[src/rtl/ledpanel_pkg.sv]
// rtl/ledpanel_pkg.sv - shared constants, op codes and state encoding for the LED panel drawing engine
package ledpanel_pkg;

    localparam int LEDPANEL_COORD_W = 5;
    localparam int LEDPANEL_SIZE    = 32;

    localparam logic OP_FILL  = 1'b0;
    localparam logic OP_CLEAR = 1'b1;

    typedef enum logic [1:0] {
        IDLE,
        FILL,
        DRAIN
    } state_t;

endpackage

[src/rtl/ledpanel_gamma_lut.sv]
// rtl/ledpanel_gamma_lut.sv - 8-bit gamma 2.2 ROM with one registered output stage
module ledpanel_gamma_lut (
    input  logic       clk,
    input  logic       reset,
    input  logic [7:0] din,
    output logic [7:0] dout
);

    function automatic int gamma_entry(input int i);
        return $rtoi(255.0 * $pow(real'(i) / 255.0, 2.2) + 0.5);
    endfunction

    logic [7:0] rom [256];

    // Table contents are fixed at elaboration; lut[0]=0 and lut[255]=255 fall out of the curve.
    for (genvar i = 0; i < 256; i++) begin : g_rom
        localparam logic [7:0] ENTRY = 8'(gamma_entry(i));
        assign rom[i] = ENTRY;
    end

    always_ff @(posedge clk) begin
        if (reset) begin
            dout <= '0;
        end else begin
            dout <= rom[din];
        end
    end

endmodule

[src/rtl/ledpanel_rect_fill.sv]
// rtl/ledpanel_rect_fill.sv - rectangle fill / clear engine feeding the panel pixel write port; optional LEDPANEL_RECT_FILL_GAMMA_EN
module ledpanel_rect_fill
    import ledpanel_pkg::*;
#(
    parameter int COORD_W = LEDPANEL_COORD_W,
    parameter int RGB_W   = 24
) (
    input  logic               clk,
    input  logic               reset,
    input  logic               cmd_valid,
    output logic               cmd_ready,
    input  logic               cmd_op,
    input  logic [COORD_W-1:0] cmd_x0,
    input  logic [COORD_W-1:0] cmd_y0,
    input  logic [COORD_W-1:0] cmd_x1,
    input  logic [COORD_W-1:0] cmd_y1,
    input  logic [RGB_W-1:0]   cmd_rgb,
    output logic               wr_enable,
    output logic [COORD_W-1:0] wr_addr_x,
    output logic [COORD_W-1:0] wr_addr_y,
    output logic [RGB_W-1:0]   wr_rgb_data,
    output logic               done
);

    state_t state_q, state_d;

    logic [COORD_W-1:0] n_xl, n_xh, n_yl, n_yh;
    logic [RGB_W-1:0]   n_rgb;
    logic [COORD_W-1:0] xl_q, xh_q, yh_q;
    logic [COORD_W-1:0] cnt_x, cnt_y;
    logic [RGB_W-1:0]   colour_q;
    logic               issue_q;
    logic               done_q;
    logic               accept;
    logic               last;
    logic               done_set;

    assign cmd_ready = (state_q == IDLE);
    assign accept    = cmd_valid && cmd_ready;
    assign last      = issue_q && (cnt_x == xh_q) && (cnt_y == yh_q);

    always_comb begin
        n_xl  = (cmd_x0 < cmd_x1) ? cmd_x0 : cmd_x1;
        n_xh  = (cmd_x0 < cmd_x1) ? cmd_x1 : cmd_x0;
        n_yl  = (cmd_y0 < cmd_y1) ? cmd_y0 : cmd_y1;
        n_yh  = (cmd_y0 < cmd_y1) ? cmd_y1 : cmd_y0;
        n_rgb = cmd_rgb;
        if (cmd_op == OP_CLEAR) begin
            n_xl  = '0;
            n_yl  = '0;
            n_xh  = '1;
            n_yh  = '1;
            n_rgb = '0;
        end
    end

    always_ff @(posedge clk) begin
        if (reset) begin
            state_q <= IDLE;
        end else begin
            state_q <= state_d;
        end
    end

    always_comb begin
        state_d = state_q;
        case (state_q)
            IDLE:    if (accept) state_d = FILL;
`ifdef LEDPANEL_RECT_FILL_GAMMA_EN
            FILL:    if (last) state_d = DRAIN;
`else
            FILL:    if (last) state_d = IDLE;
`endif
            DRAIN:   state_d = IDLE;
            default: state_d = IDLE;
        endcase
    end

`ifdef LEDPANEL_RECT_FILL_GAMMA_EN
    // The pipeline is a single stage deep, so one DRAIN cycle flushes it.
    assign done_set = (state_q == DRAIN);
`else
    assign done_set = last;
`endif

    // Counters stop on the last pixel instead of wrapping so the address outputs hold.
    always_ff @(posedge clk) begin
        if (reset) begin
            issue_q  <= 1'b0;
            cnt_x    <= '0;
            cnt_y    <= '0;
            xl_q     <= '0;
            xh_q     <= '0;
            yh_q     <= '0;
            colour_q <= '0;
            done_q   <= 1'b0;
        end else begin
            done_q <= done_set;
            if (accept) begin
                issue_q  <= 1'b1;
                cnt_x    <= n_xl;
                cnt_y    <= n_yl;
                xl_q     <= n_xl;
                xh_q     <= n_xh;
                yh_q     <= n_yh;
                colour_q <= n_rgb;
            end else if (issue_q) begin
                if (last) begin
                    issue_q <= 1'b0;
                end else if (cnt_x == xh_q) begin
                    cnt_x <= xl_q;
                    cnt_y <= cnt_y + 1'b1;
                end else begin
                    cnt_x <= cnt_x + 1'b1;
                end
            end
        end
    end

    assign done = done_q;

`ifdef LEDPANEL_RECT_FILL_GAMMA_EN
    logic               en_q;
    logic [COORD_W-1:0] ax_q, ay_q;
    logic [7:0]         g_r, g_g, g_b;

    ledpanel_gamma_lut u_gamma_r (.clk(clk), .reset(reset), .din(colour_q[23:16]), .dout(g_r));
    ledpanel_gamma_lut u_gamma_g (.clk(clk), .reset(reset), .din(colour_q[15:8]),  .dout(g_g));
    ledpanel_gamma_lut u_gamma_b (.clk(clk), .reset(reset), .din(colour_q[7:0]),   .dout(g_b));

    // Address and strobe are delayed to line up with the registered ROM output.
    always_ff @(posedge clk) begin
        if (reset) begin
            en_q <= 1'b0;
            ax_q <= '0;
            ay_q <= '0;
        end else begin
            en_q <= issue_q;
            ax_q <= cnt_x;
            ay_q <= cnt_y;
        end
    end

    assign wr_enable   = en_q;
    assign wr_addr_x   = ax_q;
    assign wr_addr_y   = ay_q;
    assign wr_rgb_data = {g_r, g_g, g_b};
`else
    assign wr_enable   = issue_q;
    assign wr_addr_x   = cnt_x;
    assign wr_addr_y   = cnt_y;
    assign wr_rgb_data = colour_q;
`endif

endmodule

[config.mk]
export PLATFORM = sky130hd
export DESIGN_NAME = ledpanel_rect_fill
export DESIGN_NICKNAME = d
export VERILOG_FILES = /design/src/rtl/ledpanel_pkg.sv /design/src/rtl/ledpanel_gamma_lut.sv /design/src/rtl/ledpanel_rect_fill.sv
export SDC_FILE = /design/constraint.sdc
export NUM_CORES = 1
export LEC_CHECK = 0
export BUFFER_PORTS_ARGS = -buffer_cell sky130_fd_sc_hd__buf_2
export CAP_MARGIN = 20
export CORE_UTILIZATION = 50
export DETAILED_ROUTE_END_ITERATION = 6
export PLACE_DENSITY = 0.78
export SLEW_MARGIN = 5
export SYNTH_ARGS = -nofsm -noshare
export SYNTH_HDL_FRONTEND = slang
export SYNTH_SLANG_ARGS = --single-unit
export TNS_END_PERCENT = 10
[constraint.sdc]
create_clock -name clk -period 2.5 [get_ports clk]
set_input_delay 0.25 -clock clk [delete_from_list [all_inputs] [get_ports clk]]
set_output_delay 0.25 -clock clk [all_outputs]
set_load 0.005 [all_outputs]
## Word level (Yosys, flattened, before mapping)

Cells that the tools add are included.

| storage, ports and cells | value |
|---|---|
| RAM bits | 0 |
| latch bits | 0 |
| output and inout bits | 37 |
| memory bits (read-only) | 0 |
| flip-flop bits (word level) | 53 |
| memories kept | 0 |
| input port bits | 48 |

| cells by class | value |
|---|---|
| divide/modulo/power cells | 0 |
| shift operators | 0 |
| multipliers | 0 |
| equal/unequal tests | 6 |
| $add $sub $neg | 2 |
| bitwise operators | 0 |
| magnitude comparators | 2 |
| muxes and demuxes | 23 |
| reductions and logical operators | 9 |

Operators with widths:

| cell | count |
|---|---|
| 5-bit two-way mux | 16 |
| 24-bit two-way mux | 1 |
| 5-bit by 1-bit adder with 5-bit output, second input constant | 2 |
| 5-bit equality test | 2 |
| 5-bit < comparator | 2 |
| 2-bit two-way mux | 2 |
| 2-bit inequality test, second input constant | 2 |
| 2-bit one-hot mux with 2 select lines | 1 |
| 2-bit AND reduction | 2 |
| 2-bit nonzero test | 2 |
| 1-bit logical AND | 3 |
| 1-bit two-way mux | 3 |
| 3-bit AND reduction | 1 |
| 2-bit by 1-bit equality test with 1-bit output, second input constant | 1 |
| 2-bit logical NOT | 1 |
| 2-bit by 1-bit inequality test with 1-bit output, second input constant | 1 |

## Longest topological paths before layout

| depth | value |
|---|---|
| depth in word-level cells | 6 |
| gate-level depth with buffers | 9 |
| gate-level depth less buffers | 8 |

## Worst setup path before layout

OpenSTA, ideal clock, no wires.

| path | value |
|---|---|
| path type | input-to-reg |
| from | input port cmd_x1[3] |
| to | register cnt_x[2], in the netlist wr_addr_x[2] |
| setup time | 138 ps |
| arrival time | 1680 ps |
| slack | 682 ps |
| data required time | 2362 ps |
| stages on the path | 9 |
| cell sequence | inv_1 -> ha_1 -> a21oi_1 -> nand2_1 -> a211o_1 -> buf_2 -> mux2_2 -> nand2_1 -> a31oi_1 |

| on the way | value |
|---|---|
| longest elaborated chain between the ends | 4 |

RTL lines:

| element | line | text |
|---|---|---|
| from (decl) | ledpanel_rect_fill.sv:15 | `input logic [COORD_W-1:0] cmd_x1,` |
| 5-bit < comparator | ledpanel_rect_fill.sv:43 | `n_xl = (cmd_x0 < cmd_x1) ? cmd_x0 : cmd_x1;` |
| 5-bit two-way mux | ledpanel_rect_fill.sv:43 |  |
| 5-bit two-way mux | ledpanel_rect_fill.sv:48 | `if (cmd_op == OP_CLEAR) begin` |
| 5-bit two-way mux | ledpanel_rect_fill.sv:99 | `if (accept) begin` |
| to (signal assigned) | ledpanel_rect_fill.sv:101 | `cnt_x <= n_xl;` |
| to (signal assigned) | ledpanel_rect_fill.sv:111 | `cnt_x <= xl_q;` |
| to (signal assigned) | ledpanel_rect_fill.sv:114 | `cnt_x <= cnt_x + 1'b1;` |
| to (decl) | ledpanel_rect_fill.sv:30 | `logic [COORD_W-1:0] cnt_x, cnt_y;` |

Every way passes these cells.
A chain may end at the register's enable or synchronous reset.

## Final worst setup path

| path | value |
|---|---|
| from | register cnt_x[3], in the netlist wr_addr_x[3] |
| to | register cnt_y[0], in the netlist wr_addr_y[0] |

| on the way | value |
|---|---|
| longest elaborated chain between the ends | 5 |
| elaborated cells on any way between the ends | 6 |
| those cells by class | eq/ne: 2; reduce/logical: 4 |

RTL lines:

| element | line | text |
|---|---|---|
| 5-bit equality test * | ledpanel_rect_fill.sv:40, ledpanel_rect_fill.sv:110 |  |
| 1-bit logical AND (2 in a row) | ledpanel_rect_fill.sv:40 | `assign last = issue_q && (cnt_x == xh_q) && (cnt_y == yh_q);` |
| 2-bit inequality test (no source line) | n/a |  |
| 3-bit AND reduction (no source line) * | n/a |  |
| to (signal assigned) | ledpanel_rect_fill.sv:102 | `cnt_y <= n_yl;` |
| to (signal assigned) | ledpanel_rect_fill.sv:112 | `cnt_y <= cnt_y + 1'b1;` |
| to (decl) | ledpanel_rect_fill.sv:30 |  |

Every way passes the cells marked *; elsewhere a longest branch is shown, timed or not.

==> impl_results.md <==
- Status: finished clean
- Hold Path Stages: 3
- Leakage: approximately 1.4 nW
- R2r startpoint: wr_addr_x[3]
- Routed wl met2: just under 3000 um
- Cell Pwr Density: a little over 600 nW/um^2
- Unrepaired setup endpoints after global routing: false
- Seq/Total Area, Yosys: about two fifths
- Highest Clock Rate: 533 MHz
- CTS max path bufs: 2
- CTS tree: done
- Post-DP HPWL: about 4300 um
- Crit-path cells: xnor2_1, nand3_1, or2_4, nor3b_1, xnor2_1, o22ai_1
- Post-Syn Nets: approximately 370
- Master of the slowest instance on the critical path: dfxtp_1
- Commonest non-fill, non-tap cells in the layout: 84 x buf_2, 52 x dfxtp_1, 48 x a21oi_1
- Final wirelength: 5960 um
- Initial Util: between 50% and 60%
- Peak VDD IR: around 0.48 mV
- Worst EP required: around 2.7 ns
- Placed instance area: between 3000 and 4000 um^2
- Slew Viols, Final: 0
- DR vias/cell: 5.25
- Vias: between 2000 and 2500
- Share of cells above drive strength 1: approximately 28%
- Vias in the first global route: 2239
- Slew HR: a little over three fifths
- Clock root cell: clkbuf_8
- Switching share of power: between 20% and 30%
- Placed cell count: between 400 and 500
- Max Cap Viol: 0
- Logic pwr share: approximately 22%
- Clk sinks: 52
- Hold WC Path Type: in -> reg
- Netlist cell types: 37
- Pint: between 1 and 1.5 mW
- Worst R2R Path Depth: 6
- Post-layout min period: about 1.9 ns
- Final setup viols: 0
- Crit end category: flop
- Overall Global Routing Usage: between 20% and 30%
- Synth Warn #: 0
- Post-Syn Instances: around 310
- Synth Flop Type: dfxtp_1
- Non-Filler Instances: 456
- Clock power frac: a little under a third
- First-pass GRT wire length: roughly 9700 um
- Worst skew pair latency: about 0.3 ns
- Die area: ~5500 um^2
- Post-route DRC: 0
- Setup TNS: 0 ns
- R2R Setup Slk: roughly 0.62 ns
- Setup CP Type: reg -> reg
- Synth Area per Inst: ~8.4 um^2
- Total congestion overflow: 0
- Crit path max fanout: 12
- Post-synth ARST share: 0%
- Final worst-path cycle share: around 75%
- Hold Buf Count CTS: 0
- Core box area: 4880 um^2
- Die span in x: between 70 and 80 um
- DR top layer: met4
- Register clock-pin slew on the reported worst setup and hold paths: roughly 0.090 ns
- Actual slew at the worst max-slew pin: between 0.5 and 0.6 ns
- Metal3 WL: between 200 and 300 um
- Iteration-0 DRC count of the detailed router: between 100 and 150
- Post-synth EDFFs: 0
- M1 wire length: 2720 um
- Post-synthesis register bit count: 52
- Setup bufs post-CTS: 0
- TritonCTS Buffers: 5
- Diodes inserted: 0
- Hold Startpoint: cmd_rgb[10]
- Final clock skew: approximately 0.006 ns
- Reg power frac: 47.6%
- GPL Wtd Cong: around 0.88
- Nets: around 450
- Antenna Nets Post-Route: 0
- Antenna violations before repair: 0
- Area Overhead vs Synth: 22.8%
- Worst hold path endpoint: wr_rgb_data[10]
- Crit path max-delay family: simple AND/OR/NAND/NOR gates
- Reg2reg end: wr_addr_y[0]
- CP max stage delay: approximately 0.48 ns
- Synthesized cell area: between 2000 and 3000 um^2
- Crit path buffers/inverters: 0
- H-tree depth: 2
- Post-CTS sizing: 0
- Critical path launch point type: flop
- Final core utilization: between 60% and 70%
- Height of the die: between 70 and 80 um
- Arrival time worst endpoint: 2.06 ns
- WL/cell: ~13 um
- Switching pwr: between 0.5 and 0.6 mW
- Cell area after layout: ~3200 um^2
- I/O Pins: 85
- Most common cell after layout, fill and taps aside: buf_2
- Cell repeated most along the worst path: xnor2_1
- Fin. Hold Viols: 0
- Rows: 25
- Initial DRT Pass Iterations: 4
- Largest net degree at the start of global routing: 39
- I/O Buffers: 84
==> routing by layer <==
layer  vias to the layer above  global-route usage (%)
met4                         0                    6.84
li1                       1237                       -
met2                        55                    41.1
met3                         4                    5.28
met1                      1099                    26.4
met5                         -                       0
==> power groups by stage <==
stage / Combinational, mW / Sequential [mW] / Clock, mW
after floorplan: 0.304 / 0.949 / 0
after global placement: 0.432 / 0.954 / 0
after detailed placement: 0.441 / 0.956 / 0
after CTS: 0.442 / 0.937 / 0.612
after global routing: 0.498 / 0.946 / 0.639
final: 0.440 / 0.937 / 0.592
==> how the worst max path moves through the flow <==
stage / cells past startpoint / slack, ns / from / end
2_1_floorplan: 9 / 0.68 / cmd_x1[3] / wr_addr_x[2]
3_3_place_gp: 8 / 0.53 / cmd_x0[3] / wr_addr_x[3]
3_5_place_dp: 9 / 0.48 / cmd_x1[3] / wr_addr_x[4]
4_1_cts: 6 / 0.64 / wr_addr_x[3] / wr_addr_y[0]
5_1_grt: 6 / 0.42 / wr_addr_x[2] / wr_addr_x[0]
6_report: 6 / 0.62 / wr_addr_x[3] / wr_addr_y[0]
==> Yosys cell counts (2+ instances only) <==
cell / count / area (um^2)
a21oi_1: 48 / 240
a31oi_1: 6 / 37.5
clkbuf_1: 15 / 56.3
dfxtp_1: 52 / 1040
ha_1: 10 / 125
inv_1: 12 / 45.0
mux2_2: 6 / 67.6
mux2i_1: 10 / 100
nand2_1: 45 / 169
nand3_1: 8 / 40.0
nand3b_1: 24 / 180
nor2_1: 11 / 41.3
nor3_1: 2 / 10.0
o211ai_1: 3 / 22.5
o21ai_0: 17 / 85.1
o22ai_1: 4 / 25.0
xnor2_1: 14 / 123
xor2_1: 3 / 26.3
==> per-stage QoR <==
stage               hold WS [ns]  setup slack (ns)  total power, mW
floorplan                  0.414             0.682             1.25
global placement           0.436             0.527             1.39
detailed placement         0.440             0.485             1.40
CTS                        0.193             0.640             1.99
global route               0.204             0.424             2.08
finish                     0.207             0.624             1.97
==> worst min-delay path, delay by kind of cell <==
family | cells | cell delay, ns
AND/OR/NAND/NOR | 1 | 0.06
buffers and inverters | 1 | 0.09
AO/OA/AOI/OAI | 1 | 0.06
==> cell type report <==
class	instances	area [um^2]
flip-flops and latches	52	1040
fillers	437	1680
repair buffers	89	458
clock inverters	2	38.8
inverters	12	45.0
clock buffers	6	82.6
well taps	67	83.8
multi-input cells	228	1450
==> logic make-up (layout without fill, tap and decap cells) <==
logic type	count (synthesis)	in the layout	synth area share, %
flops	52	52	40.0
xor+xnor	17	17	5.72
compound gates	83	83	17.2
buf+inv	29	109	4.51
simple gates	102	102	21.3
fa+ha+maj	10	10	4.80
mux	16	16	6.44
==> sequential cells by signal (all words and copies together), names as in the netlist <==
register	flops
wr_rgb_data	24
wr_addr_x	5
wr_addr_y	5
xh_q	5
xl_q	5
yh_q	5
done	1
state_q	1
wr_enable	1
Power figures use the tool's default switching activity.
